--- config.mk ---
export PLATFORM = sky130hd
export DESIGN_NAME = inst_sequencer
export DESIGN_NICKNAME = d
export VERILOG_FILES = /design/src/rtl/inst_sequencer.sv
export SDC_FILE = /design/constraint.sdc
export NUM_CORES = 1
export LEC_CHECK = 0
export BUFFER_PORTS_ARGS = -buffer_cell sky130_fd_sc_hd__buf_2
export CAP_MARGIN = 15
export CORE_UTILIZATION = 45
export DETAILED_ROUTE_END_ITERATION = 8
export GPL_TIMING_DRIVEN = 1
export PLACE_DENSITY = 0.74
export SLEW_MARGIN = 30
export SYNTH_ARGS = -nofsm -noshare
export SYNTH_HDL_FRONTEND = slang
export SYNTH_SLANG_ARGS = --single-unit
export TNS_END_PERCENT = 30
--- constraint.sdc ---
create_clock -name clk -period 2.3 [get_ports clk]
set_input_delay 0.69 -clock clk [delete_from_list [all_inputs] [get_ports clk]]
set_output_delay 0.69 -clock clk [all_outputs]
set_load 0.05 [all_outputs]
--- src/rtl/inst_sequencer.sv ---
// Instruction sequencer: fetches words from instruction memory, runs NOP/HALT/JUMP/REPEAT
// internally and hands compute opcodes to the datapath. Define INST_SEQ_REPEAT_EN for nested REPEAT.
module inst_sequencer #(
  parameter int INST_W     = 32,
  parameter int OPCODE_W   = 4,
  parameter int ADDR_W     = 12,
  parameter int CNT_W      = 16,
  parameter int BODY_W     = 8,
  parameter int LOOP_DEPTH = 4
) (
  input  logic              clk,
  input  logic              rst_n,
  input  logic              start,
  input  logic [ADDR_W-1:0] start_addr,
  output logic              imem_rd_en,
  output logic [ADDR_W-1:0] imem_addr,
  input  logic [INST_W-1:0] imem_rdata,
  output logic              dispatch_valid,
  output logic [INST_W-1:0] dispatch_inst,
  input  logic              dispatch_ready,
  output logic              busy,
  output logic              halted,
  output logic              error
);

  typedef enum logic [2:0] {
    ST_IDLE     = 3'd0,
    ST_FETCH    = 3'd1,
    ST_DECODE   = 3'd2,
    ST_DISPATCH = 3'd3,
    ST_HALTED   = 3'd4,
    ST_ERROR    = 3'd5
  } state_t;

  localparam logic [OPCODE_W-1:0] OP_NOP          = OPCODE_W'(0);
  localparam logic [OPCODE_W-1:0] OP_LAST_COMPUTE = OPCODE_W'(8);
  localparam logic [OPCODE_W-1:0] OP_HALT         = OPCODE_W'(9);
  localparam logic [OPCODE_W-1:0] OP_JUMP         = OPCODE_W'(11);
  localparam logic [ADDR_W-1:0]   PC_ONE          = ADDR_W'(1);

  if ((ADDR_W > INST_W - OPCODE_W) || (CNT_W + BODY_W > INST_W - OPCODE_W) || (LOOP_DEPTH < 1))
  begin : g_bad_cfg
    $error("inst_sequencer: operand fields do not fit the instruction word");
  end

  state_t              state_r;
  state_t              state_s;
  logic [ADDR_W-1:0]   pc_r;
  logic [ADDR_W-1:0]   pc_s;
  logic [ADDR_W-1:0]   adv_pc_s;
  logic                latch_s;
  logic [OPCODE_W-1:0] opcode_s;

  assign opcode_s = imem_rdata[INST_W-1 -: OPCODE_W];

`ifdef INST_SEQ_REPEAT_EN
  localparam int              SP_W    = $clog2(LOOP_DEPTH + 1);
  localparam logic [SP_W-1:0] SP_ONE  = SP_W'(1);
  localparam logic [CNT_W-1:0] CNT_ONE = CNT_W'(1);
  localparam logic [OPCODE_W-1:0] OP_REPEAT = OPCODE_W'(10);

  logic [ADDR_W-1:0] lp_start_r [LOOP_DEPTH];
  logic [ADDR_W-1:0] lp_end_r   [LOOP_DEPTH];
  logic [CNT_W-1:0]  lp_rem_r   [LOOP_DEPTH];
  logic [SP_W-1:0]   sp_r;
  logic [SP_W-1:0]   top_idx_s;
  logic              top_valid_s;
  logic              stack_full_s;
  logic [ADDR_W-1:0] top_start_s;
  logic [ADDR_W-1:0] top_end_s;
  logic [CNT_W-1:0]  top_rem_s;
  logic              adv_pop_s;
  logic              adv_dec_s;
  logic              advance_s;
  logic              clear_s;
  logic              push_s;
  logic [CNT_W-1:0]  rep_cnt_s;
  logic [BODY_W-1:0] rep_len_s;
  logic [ADDR_W-1:0] push_end_s;

  assign top_idx_s    = sp_r - SP_ONE;
  assign top_valid_s  = (sp_r != {SP_W{1'b0}});
  assign stack_full_s = (sp_r == SP_W'(LOOP_DEPTH));
  assign rep_cnt_s    = imem_rdata[CNT_W-1:0];
  assign rep_len_s    = imem_rdata[CNT_W +: BODY_W];
  assign push_end_s   = pc_r + ADDR_W'(rep_len_s);

  // Read out the top-of-stack loop entry
  always_comb begin
    top_start_s = {ADDR_W{1'b0}};
    top_end_s   = {ADDR_W{1'b0}};
    top_rem_s   = {CNT_W{1'b0}};
    for (int i = 0; i < LOOP_DEPTH; i++) begin
      if (SP_W'(i) == top_idx_s) begin
        top_start_s = lp_start_r[i];
        top_end_s   = lp_end_r[i];
        top_rem_s   = lp_rem_r[i];
      end else begin
        top_rem_s = top_rem_s;
      end
    end
  end

  // Advance rule: only the innermost loop end is compared against pc
  always_comb begin
    adv_pc_s  = pc_r + PC_ONE;
    adv_pop_s = 1'b0;
    adv_dec_s = 1'b0;
    if (top_valid_s && (pc_r == top_end_s)) begin
      if (top_rem_s > CNT_ONE) begin
        adv_dec_s = 1'b1;
        adv_pc_s  = top_start_s;
      end else begin
        adv_pop_s = 1'b1;
      end
    end else begin
      adv_pop_s = 1'b0;
    end
  end

  // Loop stack storage and pointer
  always_ff @(posedge clk) begin
    if (!rst_n) begin
      sp_r <= {SP_W{1'b0}};
      for (int i = 0; i < LOOP_DEPTH; i++) begin
        lp_start_r[i] <= {ADDR_W{1'b0}};
        lp_end_r[i]   <= {ADDR_W{1'b0}};
        lp_rem_r[i]   <= {CNT_W{1'b0}};
      end
    end else if (clear_s) begin
      sp_r <= {SP_W{1'b0}};
    end else if (push_s) begin
      for (int i = 0; i < LOOP_DEPTH; i++) begin
        if (SP_W'(i) == sp_r) begin
          lp_start_r[i] <= pc_r + PC_ONE;
          lp_end_r[i]   <= push_end_s;
          lp_rem_r[i]   <= rep_cnt_s;
        end
      end
      sp_r <= sp_r + SP_ONE;
    end else if (advance_s && adv_pop_s) begin
      sp_r <= sp_r - SP_ONE;
    end else if (advance_s && adv_dec_s) begin
      for (int i = 0; i < LOOP_DEPTH; i++) begin
        if (SP_W'(i) == top_idx_s) begin
          lp_rem_r[i] <= top_rem_s - CNT_ONE;
        end
      end
    end
  end
`else
  // Without loop support the advance rule is a plain increment
  always_comb begin
    adv_pc_s = pc_r + PC_ONE;
  end
`endif

  // Next state, next pc and loop-stack requests
  always_comb begin
    state_s = state_r;
    pc_s    = pc_r;
    latch_s = 1'b0;
`ifdef INST_SEQ_REPEAT_EN
    clear_s   = 1'b0;
    advance_s = 1'b0;
    push_s    = 1'b0;
`endif
    case (state_r)
      ST_IDLE, ST_HALTED, ST_ERROR: begin
        if (start) begin
          state_s = ST_FETCH;
          pc_s    = start_addr;
`ifdef INST_SEQ_REPEAT_EN
          clear_s = 1'b1;
`endif
        end else begin
          state_s = state_r;
        end
      end
      ST_FETCH: begin
        state_s = ST_DECODE;
      end
      ST_DECODE: begin
        case (opcode_s)
          OP_NOP: begin
            state_s = ST_FETCH;
            pc_s    = adv_pc_s;
`ifdef INST_SEQ_REPEAT_EN
            advance_s = 1'b1;
`endif
          end
          OP_HALT: begin
            state_s = ST_HALTED;
          end
          OP_JUMP: begin
            state_s = ST_FETCH;
            pc_s    = imem_rdata[ADDR_W-1:0];
          end
`ifdef INST_SEQ_REPEAT_EN
          OP_REPEAT: begin
            if ((rep_cnt_s == {CNT_W{1'b0}}) || (rep_len_s == {BODY_W{1'b0}})) begin
              state_s = ST_FETCH;
              pc_s    = pc_r + PC_ONE + ADDR_W'(rep_len_s);
            end else if (stack_full_s || (top_valid_s && (push_end_s >= top_end_s))) begin
              state_s = ST_ERROR;
            end else begin
              state_s = ST_FETCH;
              pc_s    = pc_r + PC_ONE;
              push_s  = 1'b1;
            end
          end
`endif
          default: begin
            if (opcode_s <= OP_LAST_COMPUTE) begin
              state_s = ST_DISPATCH;
              latch_s = 1'b1;
            end else begin
              state_s = ST_ERROR;
            end
          end
        endcase
      end
      ST_DISPATCH: begin
        if (dispatch_ready) begin
          state_s = ST_FETCH;
          pc_s    = adv_pc_s;
`ifdef INST_SEQ_REPEAT_EN
          advance_s = 1'b1;
`endif
        end else begin
          state_s = ST_DISPATCH;
        end
      end
      default: begin
        state_s = ST_ERROR;
      end
    endcase
  end

  // State, pc and registered outputs derived from the next state
  always_ff @(posedge clk) begin
    if (!rst_n) begin
      state_r        <= ST_IDLE;
      pc_r           <= {ADDR_W{1'b0}};
      imem_rd_en     <= 1'b0;
      imem_addr      <= {ADDR_W{1'b0}};
      dispatch_valid <= 1'b0;
      dispatch_inst  <= {INST_W{1'b0}};
      busy           <= 1'b0;
      halted         <= 1'b0;
      error          <= 1'b0;
    end else begin
      state_r        <= state_s;
      pc_r           <= pc_s;
      imem_rd_en     <= (state_s == ST_FETCH);
      if (state_s == ST_FETCH) begin
        imem_addr <= pc_s;
      end
      dispatch_valid <= (state_s == ST_DISPATCH);
      if (latch_s) begin
        dispatch_inst <= imem_rdata;
      end
      busy   <= (state_s == ST_FETCH) || (state_s == ST_DECODE) || (state_s == ST_DISPATCH);
      halted <= (state_s == ST_HALTED);
      error  <= (state_s == ST_ERROR);
    end
  end

endmodule

==> results of run 1 <==
[final cells by class]
type	instances	area [um2]
flip-flops and latches	64	1280
clock buffers	12	145
well taps	99	124
clock inverters	4	30.0
inverters	7	27.5
multi-input cells	320	1860
repair buffers	134	778
fillers	702	2970
[where the power goes]
group / switching [mW] / internal [mW] / leakage [nW]
registers: 0.0654 / 1.18 / 0.521
logic: 0.495 / 0.291 / 1.27
clock network: 0.443 / 0.423 / 0.0866
total: 1.00 / 1.90 / 1.88
[worst min path at each step]
stage	end	slack, ns	depth (start not counted)
finish	dispatch_inst[27]	0.45	2
CTS	dispatch_inst[10]	0.45	2
floorplan	pc_r[6]	0.54	2
detailed placement	dispatch_inst[10]	0.44	2
global placement	dispatch_inst[13]	0.44	2
global route	dispatch_inst[0]	0.47	2
[sequential cells by signal, indices dropped and copies added, names as in the netlist]
signal and count:
dispatch_inst 32, busy 1, pc_r 12, imem_addr 12
dispatch_valid 1, imem_rd_en 1, halted 1, error 1
state_r 3
[kinds of logic (layout without fill, tap and decap cells)]
family | count (synthesis) | in the layout | share of synthesized area, %
simple gates | 170 | 170 | 24.2
compound gates | 124 | 124 | 23.7
flops | 64 | 64 | 38.4
buf+inv | 47 | 157 | 6.23
xor+xnor | 13 | 13 | 3.41
mux | 12 | 12 | 3.68
fa+ha+maj | 1 | 1 | 0.375
[per-layer routing]
metal	up-vias	share of wire [%]	GRT usage, %
met5	-	0	0
met2	168	44	37.7
met1	1659	43	35.7
met3	29	8.9	7.54
li1	1721	-	-
met4	0	3.7	14.8
[through the flow]
stage / hold slack (ns) / setup WS (ns)
after detailed placement: 0.443 / -0.210
after global routing: 0.470 / 0.0369
final: 0.454 / 0.143
after global placement: 0.439 / -0.114
after CTS: 0.454 / 0.154
after floorplan: 0.535 / -0.0955
[Yosys cell counts (all sizes together), types with 2 or more instances]
library cell | count | area (um2)
o22ai | 2 | 12.5
mux2 | 2 | 22.5
nand2 | 86 | 323
a31oi | 2 | 12.5
o31ai | 2 | 15.0
nand3 | 11 | 55.1
mux2i | 10 | 100
inv | 6 | 22.5
nor2b | 5 | 31.3
or2 | 4 | 25.0
o21ai | 21 | 105
a22o | 4 | 35.0
o2bb2ai | 6 | 52.6
nor3 | 7 | 35.0
or3 | 3 | 18.8
o21a | 2 | 15.0
nor4 | 2 | 12.5
o211ai | 3 | 22.5
a22oi | 3 | 22.5
o211a | 3 | 30.0
xor2 | 6 | 52.6
buf | 11 | 71.3
a21oi | 55 | 275
dfxtp | 64 | 1280
nor2 | 24 | 106
a211oi | 4 | 30.0
a21o | 2 | 15.0
and2 | 5 | 33.8
nand4 | 8 | 50.1
a32oi | 2 | 17.5
clkbuf | 29 | 109
nand2b | 4 | 25.0
xnor2 | 7 | 61.3
and3 | 5 | 31.3
[tightest hold or removal path: stages (launching register included)]
cell,delay [ns]
sky130_fd_sc_hd__dfxtp_1,0.31
sky130_fd_sc_hd__nand2_1,0.05
sky130_fd_sc_hd__a21oi_1,0.05
==> reports/metrics.cfg, run 1 <==
[clock_network]
cts_resized = 0
cts_buffers = 9
clock_latency_late_sink_ns = 0.35
postCtsHoldBufs = 0
number_of_clock_sinks = 64
clock_tree.htree_level_count = 3
root_buffer = sky130_fd_sc_hd__clkbuf_8
worst_setup_hold_path_clk_slew_ns = 0.07
cts_tree = yes
cts_max_path_buffers = 2
post_cts_buffers = 0

[routing]
viasPerCell = 5.59
dr.pass1.iters = 5
drc_markers = 0
route.vias.total = 3577
routedWlPerCell_um = 15.6
detail_route.iter0.violations = 249
wl_um = 10000
number_of_nets_still_failing_antenna_checks_after_routing = 0

[final_layout]
layout-drive-gt1-share_pct = 29.6
finish.net_count = 585
layout_common_cells = sky130_fd_sc_hd__buf_2, sky130_fd_sc_hd__nand2_1, sky130_fd_sc_hd__dfxtp_1
post_layout_nonfiller_instances = 640
num_antenna_cells = 0
syn_to_final_growth_pct = 27.2
most_common_library_cell_in_the_layout_ignoring_fill_and_taps = sky130_fd_sc_hd__buf_2
finish.instance_area_um2 = 4240
postLayoutCoreUtil_pct = 58.8

[yosys]
synth_edf_count = 0
synth.net_count = 480
yosys.cell_types.count = 61
synth.ff_latch_count = 64
syn_area_per_cell_um2 = 7.74
yosysSeqAreaShare_pct = 38.4
synth_area_um2 = 3340
synth_top_flop_cell = sky130_fd_sc_hd__dfxtp_1
asyncSetResetFlopFracSynth_pct = 0
netlist_instances = 431
synth.yosys.warnings = 0

[critical_path]
r2r_end = imem_addr[8]
cp_data_arrival_time_ns = 2.39
ff2ff_setup_slack_ns = 0.21
critPathMaxStageDelay_ns = 0.33
path_delay_family = simple AND/OR/NAND/NOR gates
critical_path_buf_inv_count = 3
crit_type = in -> reg
critPathCapture = imem_addr[8]
worstSetupPathDepth = 9
rr_startpoint = state_r[1]
crit_start = imem_rdata[29]
crit_slowest_cell = sky130_fd_sc_hd__and3_1
r2r.worst_path.cells = 7
timing.critical_path.fanout_max = 8
critical_path.startpoint_type = input port
critical_path.cell_chain = buf_2 > buf_4 > o31ai_1 > and3_1 > nor2_8 > nand2_1 > or2_1 > clkinv_2 > a22o_1
critPathCaptureType = flip-flop
required_ns = 2.53

[power]
leakagePower_nw = 1.88
power_mw = 2.90
power-per-cell-area_nw_per_um2 = 684
ir_drop_mv = 0.362

[timing]
fin_setup_tns_ns = 0
tightest_slew_ns = 0.684
period_minus_slack_ns = 2.16
final_min_period_over_clock_period_pct = 93.8
clock-skew-final_ns = 0.00928
finalSetupViolCount = 0
fmaxAchievable_mhz = 464
slew_violations = 0
hold_violations = 0
rsz0062_at_grt = false
timing.max_slew.rel_slack_pct = 54.2

[grt]
first_global_vias = 3075
initial_antenna_violation_count = 0
grt_pass1_wl_um = 15300
global_route.usage.total_pct = 26.4
grt_remaining_overflow = 0
pin_count_of_the_biggest_net_entering_global_routing = 40

[place]
gp_congestion = 0.984
place_hpwl_um = 7480
place_inst = 624
postPlaceCellArea_um2 = 4070
io_buffer_count = 96

[min_path]
min_from = dispatch_inst[27]
hold_class = reg -> reg

[floorplanning]
num_rows = 31
design.core.area_um2 = 7210
io_pins = 97
die_width_um = 88.1
dieHeight_um = 88.1
design.die.area_um2 = 7760
initial_core_utilization_pct = 46.2

[outcome]
run_status = completed

[job]
max-cap-violations = 0

(Power assumes the default switching activity.)
==> run 2: changes to the inputs <==
--- a/config.mk
+++ b/config.mk
@@ -10,7 +10,7 @@
 export CORE_UTILIZATION = 45
 export DETAILED_ROUTE_END_ITERATION = 8
 export GPL_TIMING_DRIVEN = 1
-export PLACE_DENSITY = 0.74
+export PLACE_DENSITY_LB_ADDON = 0.08
 export SLEW_MARGIN = 30
 export SYNTH_ARGS = -nofsm -noshare
 export SYNTH_HDL_FRONTEND = slang
==> constraint.sdc (replaced) <==
create_clock -name clk -period 2.1 [get_ports clk]
set_input_delay 0.63 -clock clk [delete_from_list [all_inputs] [get_ports clk]]
set_output_delay 0.63 -clock clk [all_outputs]
set_load 0.05 [all_outputs]
==> run 2 against run 1 <==
  * Final cell count rose by 2.5%
  * Combinational power increased by 17%
  * Routed wire length grew 5.0%
  * Sequential power grew 9%
==> reports/metrics.cfg, run 2 (synthesis results as in run 1) <==
[outcome]
run_status = completed

[clock_network]
clock_tree.htree_level_count = 3  ; unchanged
cts_buffers = 9  ; unchanged
worst_setup_hold_path_clk_slew_ns = 0.07  ; about the same
clock_latency_late_sink_ns = 0.34  ; about the same
post_cts_buffers = 0  ; unchanged
number_of_clock_sinks = 64  ; unchanged
root_buffer = sky130_fd_sc_hd__clkbuf_8
postCtsHoldBufs = 0  ; unchanged
cts_tree = yes
cts_max_path_buffers = 2  ; unchanged

[timing]
finalSetupViolCount = 0  ; unchanged
final_min_period_over_clock_period_pct = 96.7
period_minus_slack_ns = 2.03
fin_setup_tns_ns = 0  ; unchanged
fmaxAchievable_mhz = 492
timing.max_slew.rel_slack_pct = 57.1  ; +2.9 points
holdWs_ns = 0.452  ; -0.00119 ns
hold_violations = 0  ; unchanged
clock-skew-final_ns = 0.00817  ; -0.00111 ns
slew_violations = 0  ; unchanged
tightest_slew_ns = 0.641  ; -0.0427 ns
rsz0062_at_grt = false
setup_slack_ns = 0.0693  ; -0.0734 ns

[place]
placement.setup.worst_slack_ns = -0.348  ; -0.139 ns
io_buffer_count = 96  ; unchanged
place_hpwl_um = 7790  ; +4.1%
gp_congestion = 1.00  ; +1.8%

[critical_path]
r2r.worst_path.cells = 5  ; -2
critical_path.cell_chain = buf_2 > or4_1 > buf_4 > a2bb2oi_1 > a21oi_1 > a211oi_1 > buf_4 > or2_1 > a21oi_1
critPathCaptureType = flip-flop
r2r_end = imem_addr[2]
critPathMaxStageDelay_ns = 0.54  ; +0.21 ns
path_delay_family = simple AND/OR/NAND/NOR gates
rr_startpoint = state_r[1]
timing.critical_path.fanout_max = 10  ; +2
crit_type = in -> reg
ff2ff_setup_slack_ns = 0.09  ; -0.12 ns
cp_data_arrival_time_ns = 2.30  ; -0.09 ns
crit_slowest_cell = sky130_fd_sc_hd__or4_1
required_ns = 2.37  ; -0.16 ns
critical_path.startpoint_type = input port
critical_path_buf_inv_count = 3  ; unchanged
crit_start = imem_rdata[31]

[grt]
initial_antenna_violation_count = 0  ; unchanged
global_route.usage.total_pct = 27.3  ; +0.92 points
pin_count_of_the_biggest_net_entering_global_routing = 40  ; unchanged
first_global_vias = 3052  ; -0.75%
grt_pass1_wl_um = 15800  ; +3.7%
grt_remaining_overflow = 0  ; unchanged

[min_path]
hold_class = reg -> reg
min_from = dispatch_inst[17]
min_delay_worst_endpoint = dispatch_inst[17]
hold_depth = 2  ; unchanged

[final_layout]
regMostFlops = dispatch_inst
num_antenna_cells = 0  ; unchanged
layout_common_cells = sky130_fd_sc_hd__buf_2, sky130_fd_sc_hd__nand2_1, sky130_fd_sc_hd__dfxtp_1
most_common_library_cell_in_the_layout_ignoring_fill_and_taps = sky130_fd_sc_hd__buf_2
largestRegisters = dispatch_inst: 32 flops, imem_addr: 12 flops, pc_r: 12 flops
syn_to_final_growth_pct = 31.5
postLayoutCoreUtil_pct = 60.8  ; +2.0 points
finish.net_count = 602  ; +2.9%
layout-drive-gt1-share_pct = 32.3  ; +2.7 points
largest_reg_flops = 32  ; unchanged

[job]
max-cap-violations = 0  ; unchanged

[floorplanning]
design.die.area_um2 = 7760  ; unchanged
die_width_um = 88.1  ; unchanged
io_pins = 97  ; unchanged
design.core.area_um2 = 7210  ; unchanged
dieHeight_um = 88.1  ; unchanged
initial_core_utilization_pct = 46.2  ; unchanged
num_rows = 31  ; unchanged

[routing]
dr.pass1.iters = 5  ; unchanged
wl_um = 10500  ; +5.0%
highest-signal-layer = met4
detail_route.iter0.violations = 325  ; +31%
viasPerCell = 5.46  ; -2.2%
detailroute.wirelength.met2_um = 4640  ; +5.1%
met1_length_um = 4960  ; +14%
met3_length_um = 724  ; -19%
routedWlPerCell_um = 16.0  ; +2.5%
number_of_nets_still_failing_antenna_checks_after_routing = 0  ; unchanged
drc_markers = 0  ; unchanged
route.vias.total = 3585  ; +0.22%

[power]
ir_drop_mv = 0.459  ; +27%
leakagePower_nw = 1.97  ; +4.6%
power-per-cell-area_nw_per_um2 = 736  ; +7.6%
power_mw = 3.23  ; +11%

run 2: report_power, final:
group | internal (mW) | total [mW] | switching (mW)
sequential | 1.30 | 1.36 | 0.0664
combinational | 0.355 | 0.919 | 0.565
clock | 0.483 | 0.946 | 0.463
total | 2.13 | 3.23 | 1.09
run 2: worst register-to-register path: stages, from the launching register on:
cell and delay [ns]:
sky130_fd_sc_hd__dfxtp_1 0.46, sky130_fd_sc_hd__buf_4 0.25, sky130_fd_sc_hd__nand2_1 0.10, sky130_fd_sc_hd__nor2_1 0.52, sky130_fd_sc_hd__a221o_1 0.36, sky130_fd_sc_hd__a2bb2o_4 0.23
run 2: what timing repair did:
item / in CTS / in global routing
endpoints found under the hold margin: 0 / 0
resized for setup: 0 / 3
endpoints found under the setup margin: 0 / 9
run 2: metrics by stage:
stage | area, um2 | std cells
finish | 4390 | 656
global route | 4390 | 656
detailed placement | 4210 | 641
CTS | 4380 | 656
floorplan | 3360 | 431
global placement | 4210 | 641
run 2: worst max-delay path by stage:
stage                    endpoint  cells past startpoint
floorplan           imem_addr[11]                      9
global placement    imem_addr[11]                      9
detailed placement   imem_addr[7]                      9
CTS                  imem_addr[3]                      9
global route         imem_addr[2]                      7
finish               imem_addr[0]                      9
run 2: area by class of cell:
| cell class | instances | area [um2] |
|---|---|---|
| clock buffers | 12 | 155 |
| clock inverters | 3 | 17.5 |
| fillers | 707 | 2830 |
| inverters | 7 | 27.5 |
| multi-input cells | 320 | 1860 |
| flip-flops and latches | 64 | 1280 |
| well taps | 99 | 124 |
| repair buffers | 151 | 918 |
run 2: layer usage:
layer	up-vias	track usage [%]
li1	1751	-
met1	1658	38.7
met2	159	41.4
met3	17	6.22
met4	0	8.06
met5	-	0
